===== src/rtl/fpu_div_iter.sv =====
`default_nettype none
// ============================================================================
// Module   : fpu_div_iter
// Brief    : Iterative IEEE-754-style floating-point divider. Uses a restoring
//            radix-2 divider that produces one quotient bit per cycle. Rounds
//            to nearest, ties to even. Subnormal inputs are treated as zero
//            (DAZ) and subnormal results are flushed to zero (FTZ).
// Revision : 1.0 - initial release
// ============================================================================
module fpu_div_iter #(
  parameter int EXP_W = 8,
  parameter int MAN_W = 23
) (
  input  logic                   clk,
  input  logic                   rst,
  input  logic                   in_valid,
  output logic                   in_ready,
  input  logic [EXP_W+MAN_W:0]   f1,
  input  logic [EXP_W+MAN_W:0]   f2,
  output logic                   out_valid,
  input  logic                   out_ready,
  output logic [EXP_W+MAN_W:0]   result,
  output logic [4:0]             flags
);

  localparam int c_w  = 1 + EXP_W + MAN_W;
  localparam int c_ew = EXP_W + 2;
  localparam int c_cw = $clog2(MAN_W + 3);

  localparam logic [EXP_W-1:0]        c_exp_ones = '1;
  localparam logic signed [c_ew-1:0]  c_bias     = c_ew'((1 << (EXP_W - 1)) - 1);
  localparam logic signed [c_ew-1:0]  c_emax     = c_ew'((1 << EXP_W) - 1);
  localparam logic signed [c_ew-1:0]  c_one      = c_ew'(1);
  localparam logic signed [c_ew-1:0]  c_zero     = '0;
  localparam logic [c_cw-1:0]         c_cnt_init = c_cw'(MAN_W + 2);
  localparam logic [c_cw-1:0]         c_cnt_one  = c_cw'(1);
  localparam logic [c_w-1:0]          c_nan      = {1'b0, {(c_w-1){1'b1}}};

  typedef enum logic [2:0] {
    IDLE   = 3'd0,
    UNPACK = 3'd1,
    DIVIDE = 3'd2,
    ROUND  = 3'd3,
    DONE   = 3'd4
  } state_t;

  state_t r_state;
  state_t w_next;

  logic [c_w-1:0]         r_f1;
  logic [c_w-1:0]         r_f2;
  logic                   r_sign;
  logic signed [c_ew-1:0] r_exp;
  logic [MAN_W+1:0]       r_rem;
  logic [MAN_W:0]         r_div;
  logic [MAN_W+2:0]       r_quo;
  logic [c_cw-1:0]        r_cnt;
  logic [c_w-1:0]         r_result;
  logic [4:0]             r_flags;

  // --------------------------------------------------------------------------
  // Operand fields and classification (evaluated while in UNPACK)
  // --------------------------------------------------------------------------
  logic [EXP_W-1:0]       w_ex1;
  logic [EXP_W-1:0]       w_ex2;
  logic [MAN_W-1:0]       w_m1;
  logic [MAN_W-1:0]       w_m2;
  logic                   w_sign;
  logic                   w_nan1;
  logic                   w_nan2;
  logic                   w_inf1;
  logic                   w_inf2;
  logic                   w_zero1;
  logic                   w_zero2;
  logic signed [c_ew-1:0] w_exp;
  logic [c_w-1:0]         w_inf_res;
  logic [c_w-1:0]         w_zero_res;

  assign w_ex1   = r_f1[c_w-2:MAN_W];
  assign w_ex2   = r_f2[c_w-2:MAN_W];
  assign w_m1    = r_f1[MAN_W-1:0];
  assign w_m2    = r_f2[MAN_W-1:0];
  assign w_sign  = r_f1[c_w-1] ^ r_f2[c_w-1];
  assign w_nan1  = (w_ex1 == c_exp_ones) && (w_m1 != '0);
  assign w_nan2  = (w_ex2 == c_exp_ones) && (w_m2 != '0);
  assign w_inf1  = (w_ex1 == c_exp_ones) && (w_m1 == '0);
  assign w_inf2  = (w_ex2 == c_exp_ones) && (w_m2 == '0);
  // A zero exponent field covers both true zeros and subnormals (DAZ).
  assign w_zero1 = (w_ex1 == '0);
  assign w_zero2 = (w_ex2 == '0);
  // Two guard bits keep the biased difference signed and overflow-free.
  assign w_exp   = {2'b00, w_ex1} - {2'b00, w_ex2} + c_bias;

  assign w_inf_res  = {w_sign, c_exp_ones, {MAN_W{1'b0}}};
  assign w_zero_res = {w_sign, {(c_w-1){1'b0}}};

  logic           w_special;
  logic [c_w-1:0] w_spec_res;
  logic [4:0]     w_spec_flg;

  // Special-operand result selection; priority order matters (NaN first, then invalid).
  always_comb begin
    w_special  = 1'b1;
    w_spec_res = w_zero_res;
    w_spec_flg = 5'b00000;
    if (w_nan1 || w_nan2) begin
      w_spec_res = c_nan;
    end else if ((w_zero1 && w_zero2) || (w_inf1 && w_inf2)) begin
      w_spec_res = c_nan;
      w_spec_flg = 5'b10000;
    end else if (w_inf1) begin
      w_spec_res = w_inf_res;
    end else if (w_zero2) begin
      w_spec_res = w_inf_res;
      w_spec_flg = 5'b01000;
    end else if (w_inf2 || w_zero1) begin
      w_spec_res = w_zero_res;
    end else begin
      w_special  = 1'b0;
    end
  end

  // --------------------------------------------------------------------------
  // Restoring divide step
  // --------------------------------------------------------------------------
  logic [MAN_W+1:0] w_div_ext;
  logic             w_ge;
  logic [MAN_W+1:0] w_diff;

  assign w_div_ext = {1'b0, r_div};
  assign w_ge      = (r_rem >= w_div_ext);
  assign w_diff    = w_ge ? (r_rem - w_div_ext) : r_rem;

  // --------------------------------------------------------------------------
  // Normalise and round (evaluated while in ROUND)
  // --------------------------------------------------------------------------
  logic                   w_int;
  logic [MAN_W:0]         w_norm_man;
  logic                   w_guard;
  logic                   w_sticky;
  logic signed [c_ew-1:0] w_e_norm;
  logic                   w_rup;
  logic [MAN_W+1:0]       w_sum;
  logic                   w_carry;
  logic [MAN_W-1:0]       w_frac;
  logic signed [c_ew-1:0] w_e_fin;
  logic [c_w-1:0]         w_rnd_res;
  logic [4:0]             w_rnd_flg;

  // The quotient lies in (0.5, 2); a clear integer bit means one extra shift.
  assign w_int      = r_quo[MAN_W+2];
  assign w_norm_man = w_int ? r_quo[MAN_W+2:2] : r_quo[MAN_W+1:1];
  assign w_guard    = w_int ? r_quo[1] : r_quo[0];
  assign w_sticky   = (w_int & r_quo[0]) | (r_rem != '0);
  assign w_e_norm   = w_int ? r_exp : (r_exp - c_one);
  assign w_rup      = w_guard & (w_sticky | w_norm_man[0]);
  assign w_sum      = {1'b0, w_norm_man} + {{(MAN_W+1){1'b0}}, w_rup};
  assign w_carry    = w_sum[MAN_W+1];
  // On carry-out the mantissa is exactly 10...0, so the stored fraction is zero.
  assign w_frac     = w_carry ? w_sum[MAN_W:1] : w_sum[MAN_W-1:0];
  assign w_e_fin    = w_e_norm + (w_carry ? c_one : c_zero);

  // Final exponent range check selects overflow, flush-to-zero or normal result.
  always_comb begin
    w_rnd_res = {r_sign, w_e_fin[EXP_W-1:0], w_frac};
    w_rnd_flg = {4'b0000, w_guard | w_sticky};
    if (w_e_fin >= c_emax) begin
      w_rnd_res = {r_sign, c_exp_ones, {MAN_W{1'b0}}};
      w_rnd_flg = 5'b00101;
    end else if (w_e_fin <= c_zero) begin
      w_rnd_res = {r_sign, {(c_w-1){1'b0}}};
      w_rnd_flg = 5'b00011;
    end
  end

  // --------------------------------------------------------------------------
  // Control FSM
  // --------------------------------------------------------------------------
  // State register.
  always_ff @(posedge clk or posedge rst) begin
    if (rst) begin
      r_state <= IDLE;
    end else begin
      r_state <= w_next;
    end
  end

  // Next-state logic.
  always_comb begin
    w_next = r_state;
    case (r_state)
      IDLE:    if (in_valid) w_next = UNPACK;
      UNPACK:  w_next = w_special ? DONE : DIVIDE;
      DIVIDE:  if (r_cnt == '0) w_next = ROUND;
      ROUND:   w_next = DONE;
      DONE:    if (out_ready) w_next = IDLE;
      default: w_next = IDLE;
    endcase
  end

  assign in_ready  = (r_state == IDLE);
  assign out_valid = (r_state == DONE);
  assign result    = r_result;
  assign flags     = r_flags;

  // Datapath: operand capture, unpack, iterate and final result registers.
  always_ff @(posedge clk or posedge rst) begin
    if (rst) begin
      r_f1     <= '0;
      r_f2     <= '0;
      r_sign   <= 1'b0;
      r_exp    <= '0;
      r_rem    <= '0;
      r_div    <= '0;
      r_quo    <= '0;
      r_cnt    <= '0;
      r_result <= '0;
      r_flags  <= '0;
    end else begin
      case (r_state)
        IDLE: begin
          if (in_valid) begin
            r_f1 <= f1;
            r_f2 <= f2;
          end
        end
        UNPACK: begin
          r_sign <= w_sign;
          r_exp  <= w_exp;
          r_rem  <= {1'b0, 1'b1, w_m1};
          r_div  <= {1'b1, w_m2};
          r_quo  <= '0;
          r_cnt  <= c_cnt_init;
          if (w_special) begin
            r_result <= w_spec_res;
            r_flags  <= w_spec_flg;
          end
        end
        DIVIDE: begin
          r_rem <= w_diff << 1;
          r_quo <= {r_quo[MAN_W+1:0], w_ge};
          if (r_cnt != '0) begin
            r_cnt <= r_cnt - c_cnt_one;
          end
        end
        ROUND: begin
          r_result <= w_rnd_res;
          r_flags  <= w_rnd_flg;
        end
        default: begin
        end
      endcase
    end
  end

endmodule
`default_nettype wire


===== config.mk =====
export PLATFORM = sky130hd
export DESIGN_NAME = fpu_div_iter
export DESIGN_NICKNAME = d
export VERILOG_FILES = /design/src/rtl/fpu_div_iter.sv
export SDC_FILE = /design/constraint.sdc
export NUM_CORES = 1
export LEC_CHECK = 0
export CORE_MARGIN = 2
export CORE_UTILIZATION = 40
export DETAILED_ROUTE_END_ITERATION = 8
export PLACE_DENSITY = 0.58
export SETUP_SLACK_MARGIN = 0.2
export SLEW_MARGIN = 10
export SYNTH_ARGS = -nofsm -noshare
export SYNTH_HDL_FRONTEND = slang
export SYNTH_SLANG_ARGS = --single-unit

===== constraint.sdc =====
create_clock -name clk -period 6.55 [get_ports clk]
set_input_delay 1.31 -clock clk [delete_from_list [all_inputs] [get_ports clk]]
set_output_delay 1.31 -clock clk [all_outputs]
set_load 0.05 [all_outputs]

After elaboration in Yosys (flattened, before gate mapping)
Cells that the tools add are included.
- register bits: 195
- output and inout bits: 39
- word-level logic and storage cells: 99
- input bits: 68
- add/sub/neg operators: 7
- reduce and logical (&&, ||, !) cells: 25
- $lt $le $gt $ge: 3
- mux-type cells: 36
- equal/unequal tests: 11
- bitwise gates (word level): 6
- operators with widths (operator ; count):
    $mux 31 ; 4
    $mux 32 ; 3
    $pmux 32 s2 ; 1
    $pmux 26 s2 ; 1
    $pmux 25 s2 ; 1
    $mux 24 ; 2
    $logic_not 23->1 ; 2
    $reduce_bool 23->1 ; 2
    $add 24x1->25 ; 1
    $ge 25x24->1 ; 1
    $reduce_bool 25->1 ; 1
    $sub 24x24->24 ; 1
    $mux 23 ; 1
    $mux 5 ; 4
    $pmux 5 s2 ; 2
    $eq 8x8->1 const B ; 2
    $logic_not 8->1 ; 2
    $mux 3 ; 5
    $pmux 3 s5 ; 1
    $add 10x2->10 ; 1
    $add 9x8->10 const B ; 1
    $ge 10x9->1 const B ; 1
    $le 10x1->1 const B ; 1
    $mux 10 ; 1
    22 further kinds ; 46

Logic depth before layout (Yosys ltp)
Gate-level depths: netlist of the first run.
- word-level depth: 11
- gate-level depth with buffers: 24
- gate-level depth less buffers: 19

Worst setup path after synthesis of the first run
Ideal clock, no wire load.
- path kind: register to register
- start: reg r_quo[25]
- end: reg r_result[0] (netlist: result[0])
- required time: 6.454 ns
- library setup time: 0.096 ns
- cell stages (with the launch flop): 24
- setup slack: 1.284 ns
- period minus slack after synthesis: 5.266 ns
- path buffers: 5
- data arrival time: 5.171 ns
- path through: dfrtp_1 -> buf_4 -> buf_4 -> clkbuf_1 -> clkbuf_1 -> clkbuf_1 -> mux2_2 -> ha_1 -> and4_1 -> and2_1 -> nand2_1 -> nor4_2 -> o2111a_1 -> ha_1 -> ha_1 -> nand2b_1 -> mux2_2 -> nand3_1 -> o21ai_0 -> nor4b_2 -> nor3_2 -> or3b_4 -> and2_1 -> a311oi_2
- longest elaborated chain between the ends: 11
- elaborated cells on any way between the ends: 16
- those cells by class: add/sub: 2; order compare: 2; mux: 8; bitwise: 4
- ends and longest elaborated chain (item ; line ; source):
    start: declaration ; 56 ; logic [MAN_W+2:0] r_quo;
    start signal: assignment ; 241 ; r_quo <= {r_quo[MAN_W+1:0], w_ge};
    $and 1x1->1 ; 154 ; assign w_sticky = (w_int & r_quo[0]) | (r_rem != '0);
    $or 1x1->1 ; 154 ;
    $or 1x1->1 ; 156 ; assign w_rup = w_guard & (w_sticky | w_norm_man[0]);
    $and 1x1->1 ; 156 ;
    $add 24x1->25 ; 157 ; assign w_sum = {1'b0, w_norm_man} + {{(MAN_W+1){1'b0}}, w_rup};
    $mux 1 ; 161 ; assign w_e_fin = w_e_norm + (w_carry ? c_one : c_zero);
    $add 10x2->10 ; 161 ;
    $le 10x1->1 ; 170 ; end else if (w_e_fin <= c_zero) begin
    $mux 31 ; 170 ;
    $mux 31 * ; 167 ; if (w_e_fin >= c_emax) begin
    $pmux 32 s2 * ; 220 ; case (r_state)
    end signal: assignment ; 235 ; r_result <= w_spec_res;
    end signal: assignment ; 247 ; r_result <= w_rnd_res;
    end: declaration ; 58 ; logic [c_w-1:0] r_result;
Mark *: on every way between the ends. The rest lies on a longest branch, timed or not.
A chain may end at the register's enable or synchronous reset.

Worst setup path in the final report of the first run
- start: reg r_quo[25]
- end: reg r_result[3] (netlist: result[3])
The elaborated chain is that of the path after synthesis.

==> run metrics, run 1 <==
max cap viols=0; CP endpoint kind=flip-flop; Detailed Place HPWL=about 20000 µm; DP Cell Count=1594; Top FF cell, synth=dfrtp_1; number of flops mapped to enable cells by yosys=0; Die Ht=roughly 170 µm; post-route ant nets=0; Yosys warning count=0; pin count of the biggest net entering global routing=between 80 and 90; gr ovfl total=0; Seq/Total Area, Yosys=between 40% and 50%; post-CTS setup buffers=0; Unique masters post-synth=80; slew margin rel.=around two fifths; pwr/cell area=579 nW/µm²; GP Congestion=0.826; First DRT Iteration DRCs=about 580; clock root cell=clkbuf_16; Static Leakage=~5.5 nW; Worst Path Max Fanout=32; Clock Path Buffers=2; Comb power frac=a little under three fifths; Hold Crit Class=flip-flop to flip-flop; Clk pin slew, worst setup/hold paths=roughly 0.070 ns; Port Buf Inserts=roughly 110; Setup WS post-layout=around 1.4 ns; Final nets=about 1300; TritonCTS clock tree=done; Post-Syn Area=approximately 11000 µm²; overall power=slightly below 8 mW; setup TNS=0 ns; antenna violations before repair=0; Sw Ratio=between 40% and 50%; # clock sinks=195; final std cells w/o fill=about 1600; switching power=about 3.5 mW; 1st-pass router iterations=4; Max IR drop VDD=roughly 0.23 mV; Placeable Area=27900 µm²; H-tree levels=4; Total GRT Usage=18.6%; hold depth=2; post-cts repair resize count=0; Final min period=between 5 and 6 ns; Filler Cells Inserted=2650; row cnt=approximately 60; first-pass GRT wire length=about 45000 µm; clock power share=roughly 14%; WP data arrival=roughly 5.5 ns; I/O Pins=107; transition time of the tightest slew-check pin=a little under 0.9 ns; worst r2r path cells=19; pre-CTS setup slack=around 1.4 ns; vias in the first global route=8556; clk_lat worst skew=roughly 0.45 ns; area of the multi-input gates=around 6100 µm²; Cells after Synth=~1200; commonest non-fill, non-tap cell in the layout=dfrtp_1; sequential power share=between 20% and 30%; Clock Skews=about 0.018 ns; Layout Area Growth over Synthesis=17.3%; FF/Latch Area=between 4000 and 5000 µm²; Final setup viols=0; FF+latch count, synth=195; cts hold-fix bufs=0; CP required=6.90 ns; Worst Path Class, Setup=flip-flop to flip-flop; final hold violation count=0; Synth async-reset ratio=between 90% and 100%; CTS Buf Count=17; DRC errors left=0; most frequent cells in the layout=dfrtp_1, nand2_1, clkdlybuf4s50_1, o21ai_0, nor2_1; RSZ-0062 raised after global routing=no; layout cells sized above 1=12.7%; final wirelength=~28000 µm; Vias=between 8000 and 9000; DIE AREA=29800 µm²; Internal Power=4.21 mW; Post-Syn Nets=between 1000 and 1500; Die X=roughly 170 µm; Final Cycle Share=between 70% and 80%; Via density=approximately 5.4; wire per inst=approximately 17 µm; Ant. Diodes=0; status=complete, no violations; initial core utilization=approximately 40%; Pins Over Slew Limit=0; max frequency=slightly below 200 MHz; Syn Area/Cell=9.77 µm²; Startpoint Class=flip-flop
cell type report:
class,instances,share of cell area [%]
inverter,52,1.49
sequential,195,36.5
multi-input combinational,853,45.4
tap,378,3.54
clock inverter,15,1.42
clock buffer,17,3.18
timing repair buffer,116,8.50
kinds of logic after synthesis:
logic type / after synthesis / synth area share, %
AO/OA/AOI/OAI: 290 / 17.7
flip-flops: 195 / 42.8
XOR/XNOR: 75 / 5.83
buffers and inverters: 118 / 4.10
AND/OR/NAND/NOR: 351 / 15.7
multiplexers: 96 / 9.13
adder cells (fa/ha/maj): 41 / 4.63
routing by layer:
layer	global-route usage [%]	vias up	part of all wire [%]
met3	2.97	13	3.1
met1	26.1	4338	49
li1	-	4338	-
met2	30.6	152	47
met4	3.71	0	0.79
met5	0	-	0
critical path, cell delays in order, from the launching register on:
cell      delay, ns
dfrtp_2        0.63
nand2b_1       0.32
a21boi_0       0.21
ha_1           0.23
and4_1         0.26
and2_1         0.25
nand2_1        0.09
nor4_2         0.42
o2111a_1       0.35
ha_1           0.21
ha_1           0.26
nand2b_1       0.08
mux2_2         0.31
nand3_1        0.09
o21ai_0        0.09
nor4b_2        0.21
nor3_2         0.20
or3b_4         0.44
nand2b_4       0.24
o22ai_1        0.19
registers in the layout, summed over array words and instances, names as in the netlist:
register and cells:
r_f1 32, r_exp 10, r_cnt 5, r_sign 1
result 32, r_state 3, flags 5, r_quo 26
r_rem 25, r_f2 32, r_div 24
synthesized netlist by cell type (all sizes together) (11+ instances only):
master / n / area [µm²]
dfrtp: 195 / 4880
nand2: 112 / 425
o21ai: 89 / 449
nor2: 69 / 259
mux2: 60 / 676
clkbuf: 52 / 195
inv: 52 / 195
a21oi: 48 / 240
xnor2: 42 / 368
ha: 39 / 488
mux2i: 36 / 364
xor2: 33 / 297
nand3: 27 / 135
a22o: 25 / 219
nor3: 25 / 140
a22oi: 22 / 165
nor4: 19 / 125
a21o: 18 / 135
buf: 14 / 76.3
nand2b: 13 / 88.8
nor2b: 13 / 81.3
o22ai: 13 / 144
nand4: 12 / 75.1
and3: 11 / 68.8
power by group through the flow:
| stage | sequential, mW | combinational (mW) | clock, mW |
|---|---|---|---|
| CTS | 2.25 | 4.40 | 1.14 |
| floorplan | 2.42 | 3.14 | 0 |
| global route | 2.32 | 4.84 | 1.18 |
| global placement | 2.26 | 4.34 | 0 |
| finish | 2.25 | 4.38 | 1.11 |
| detailed placement | 2.27 | 4.38 | 0 |
final timing paths:
kind / end / slack [ns] / start
max: result[3] / 1.40 / r_quo[25]
max reg2reg: result[3] / 1.40 / r_quo[25]
min: r_div[23] / 0.46 / r_div[23]
max in group asynchronous: r_quo[25] / 3.95 / rst
min in group asynchronous: r_quo[12] / 1.36 / rst
min reg2reg: r_div[23] / 0.46 / r_div[23]
through the flow:
step / hold WS [ns] / util (%) / cell area (µm²)
final: 0.460 / 47.9 / 13400
after global routing: 0.481 / 47.9 / 13400
after CTS: 0.457 / 47.9 / 13400
after detailed placement: 0.440 / 45.6 / 12800
after global placement: 0.439 / 45.6 / 12800
after floorplan: 0.418 / - / 11400
(Power assumes the default switching activity.)
==> inputs of run 2 (changes only) <==
- clock period: 6.55 -> 4.7 ns (I/O delays scaled with it)
==> run 2 against run 1 <==
Die area unchanged. Flip-flop and latch count is the same. Clock-buffer cell count did not move. Worst hold slack about the same. Critical endpoint unchanged.
==> run metrics, run 2 (synthesis gave the netlist of run 1 again) <==
1st-pass router iterations=5; vias in the first global route=8512; row cnt=~60; reg2reg setup slack=about 0.44 ns; Crit. Startpoint=r_quo[25]; gr ovfl total=0; Final setup viols=0; Pins Over Slew Limit=0; H-tree levels=4; TritonCTS clock tree=done; layout cells sized above 1=approximately 14%; Detailed Place HPWL=~20000 µm; Via density=roughly 5.4; transition time of the tightest slew-check pin=~0.9 ns; Hold Crit Class=flip-flop to flip-flop; Critical R2R Launch=r_quo[25]; Static Leakage=approximately 5.6 nW; clock root cell=clkbuf_16; Final Cycle Share=between 90% and 100%; Max IR drop VDD=a little over 0.3 mV; max cap viols=0; initial core utilization=approximately two fifths; Placeable Area=27900 µm²; Total GRT Usage=a little under a fifth; max frequency=235 MHz; WP data arrival=4.61 ns; wire per inst=about 17 µm; status=complete, no violations; # clock sinks=~200; hold depth=2; antenna violations before repair=0; overall power=about 11 mW; Worst Path Class, Setup=flip-flop to flip-flop; final hold violation count=0; post-route ant nets=0; pwr/cell area=approximately 800 nW/µm²; Startpoint Class=flip-flop; hold endpoint=r_div[23]; most frequent cells in the layout=dfrtp_1, nand2_1, clkdlybuf4s50_1, o21ai_0, nor2_1; Final min period=approximately 4.3 ns; First DRT Iteration DRCs=about 570; slew margin rel.=39.4%; Crit Reg-Reg Endpoint=result[3]; CP required=5.05 ns; Slowest cell on crit path=or3b_4; Port Buf Inserts=between 100 and 150; Worst Path Max Fanout=26; hold_sp=r_div[23]; CTS Buf Count=17; GP Congestion=~0.85; DRC errors left=0; Die X=between 150 and 200 µm; DIE AREA=29800 µm²; Largest stage delay, worst path=0.47 ns; CP cell instances=buf_8 > mux2_4 > ha_4 > and4_4 > and2_4 > nand2_2 > nor4_4 > o2111a_2 > ha_4 > ha_4 > nand2_1 > mux2_4 > nand3_2 > o21ai_1 > nor4b_4 > nor3_2 > or3b_4 > nand2b_4 > o22ai_1; setup TNS=0 ns; Clock Skews=between 0.01 and 0.015 ns; worst r2r path cells=19; Clock Path Buffers=2; Final nets=1348; Clk pin slew, worst setup/hold paths=roughly 0.07 ns; I/O Pins=approximately 110; Vias=8764; Die Ht=about 170 µm; first-pass GRT wire length=~45000 µm; clk_lat worst skew=about 0.45 ns; cts hold-fix bufs=0; pin count of the biggest net entering global routing=84; Ant. Diodes=0; Layout Area Growth over Synthesis=18.7%; final wirelength=27600 µm; cell mode on critical path=ha_4; RSZ-0062 raised after global routing=no; CP endpoint kind=flip-flop; commonest non-fill, non-tap cell in the layout=dfrtp_1
## run 2: changes by cell type in the layout (fill, tap and decap cells not counted), sizes merged
cell	change
clkinvlp	+2
buf	+3
nand2b	+1
clkinv	-2
## run 2: timing repair
| action | 4_1_cts | 5_1_grt |
|---|---|---|
| setup endpoints to repair | 22 | 30 |
| cloned | 0 | 1 |
| endpoints found under the hold margin | 0 | 0 |
| gates resized for setup | 3 | 4 |
| setup buffers | 0 | 1 |
| pin swaps | 1 | 3 |
## run 2: worst max path at each step
stage / endpoint / slack, ns / depth (start not counted)
6_report: result[3] / 0.44 / 19
2_1_floorplan: result[11] / 0.15 / 24
3_5_place_dp: result[3] / 0.13 / 17
3_3_place_gp: result[3] / 0.23 / 19
5_1_grt: result[24] / 0.23 / 17
4_1_cts: result[3] / 0.24 / 19
## run 2: where the power goes
group / total, mW / switching, mW / internal, mW
Clock: 1.55 / 0.732 / 0.814
Combinational: 6.18 / 3.52 / 2.66
Sequential: 3.11 / 0.687 / 2.43
Total: 10.8 / 4.94 / 5.90
## run 2: final cells by class
class                      count  area [µm²]
clock buffer                  17         425
clock inverter                15         191
fill                        2687       14400
inverter                      52         199
multi-input combinational    854        6160
sequential                   195        4880
tap                          378         473
timing repair buffer         119        1190
## run 2: through the flow
| stage | setup WS (ns) | instance area (µm²) | hold WS, ns | utilization, % | instances |
|---|---|---|---|---|---|
| 3_5_place_dp | 0.132 | 12900 | 0.439 | 46.0 | 1596 |
| 3_3_place_gp | 0.229 | 12900 | 0.434 | 46.0 | 1596 |
| 4_1_cts | 0.237 | 13500 | 0.455 | 48.3 | 1628 |
| 2_1_floorplan | 0.154 | 11500 | 0.418 | - | 1166 |
| 6_report | 0.445 | 13500 | 0.459 | 48.4 | 1630 |
| 5_1_grt | 0.234 | 13500 | 0.483 | 48.4 | 1630 |
## run 2: critical path: cells and delay by family (launching register included)
kind / cells / cell delay [ns]
AOI/OAI and AO/OA: 3 / 0.55
adders and majority gates: 3 / 0.47
buffers and inverters: 1 / 0.18
DFF: 1 / 0.44
muxes: 2 / 0.54
and+or+nand+nor: 10 / 1.99
## run 2: metal layers
layer  vias up  global-route usage [%]  part of all wire (%)
met5         -                       0                     0
met4         0                    4.73                   1.3
met3        22                    2.79                   2.9
met2       135                    30.4                    47
met1      4253                    26.0                    49
li1       4354                       -                     -
==> inputs of run 3 (changes only) <==
- SLEW_MARGIN: 10 -> 5
==> results of run 3 <==
The final DEF is identical to that of run 2; final timing and power are the same.
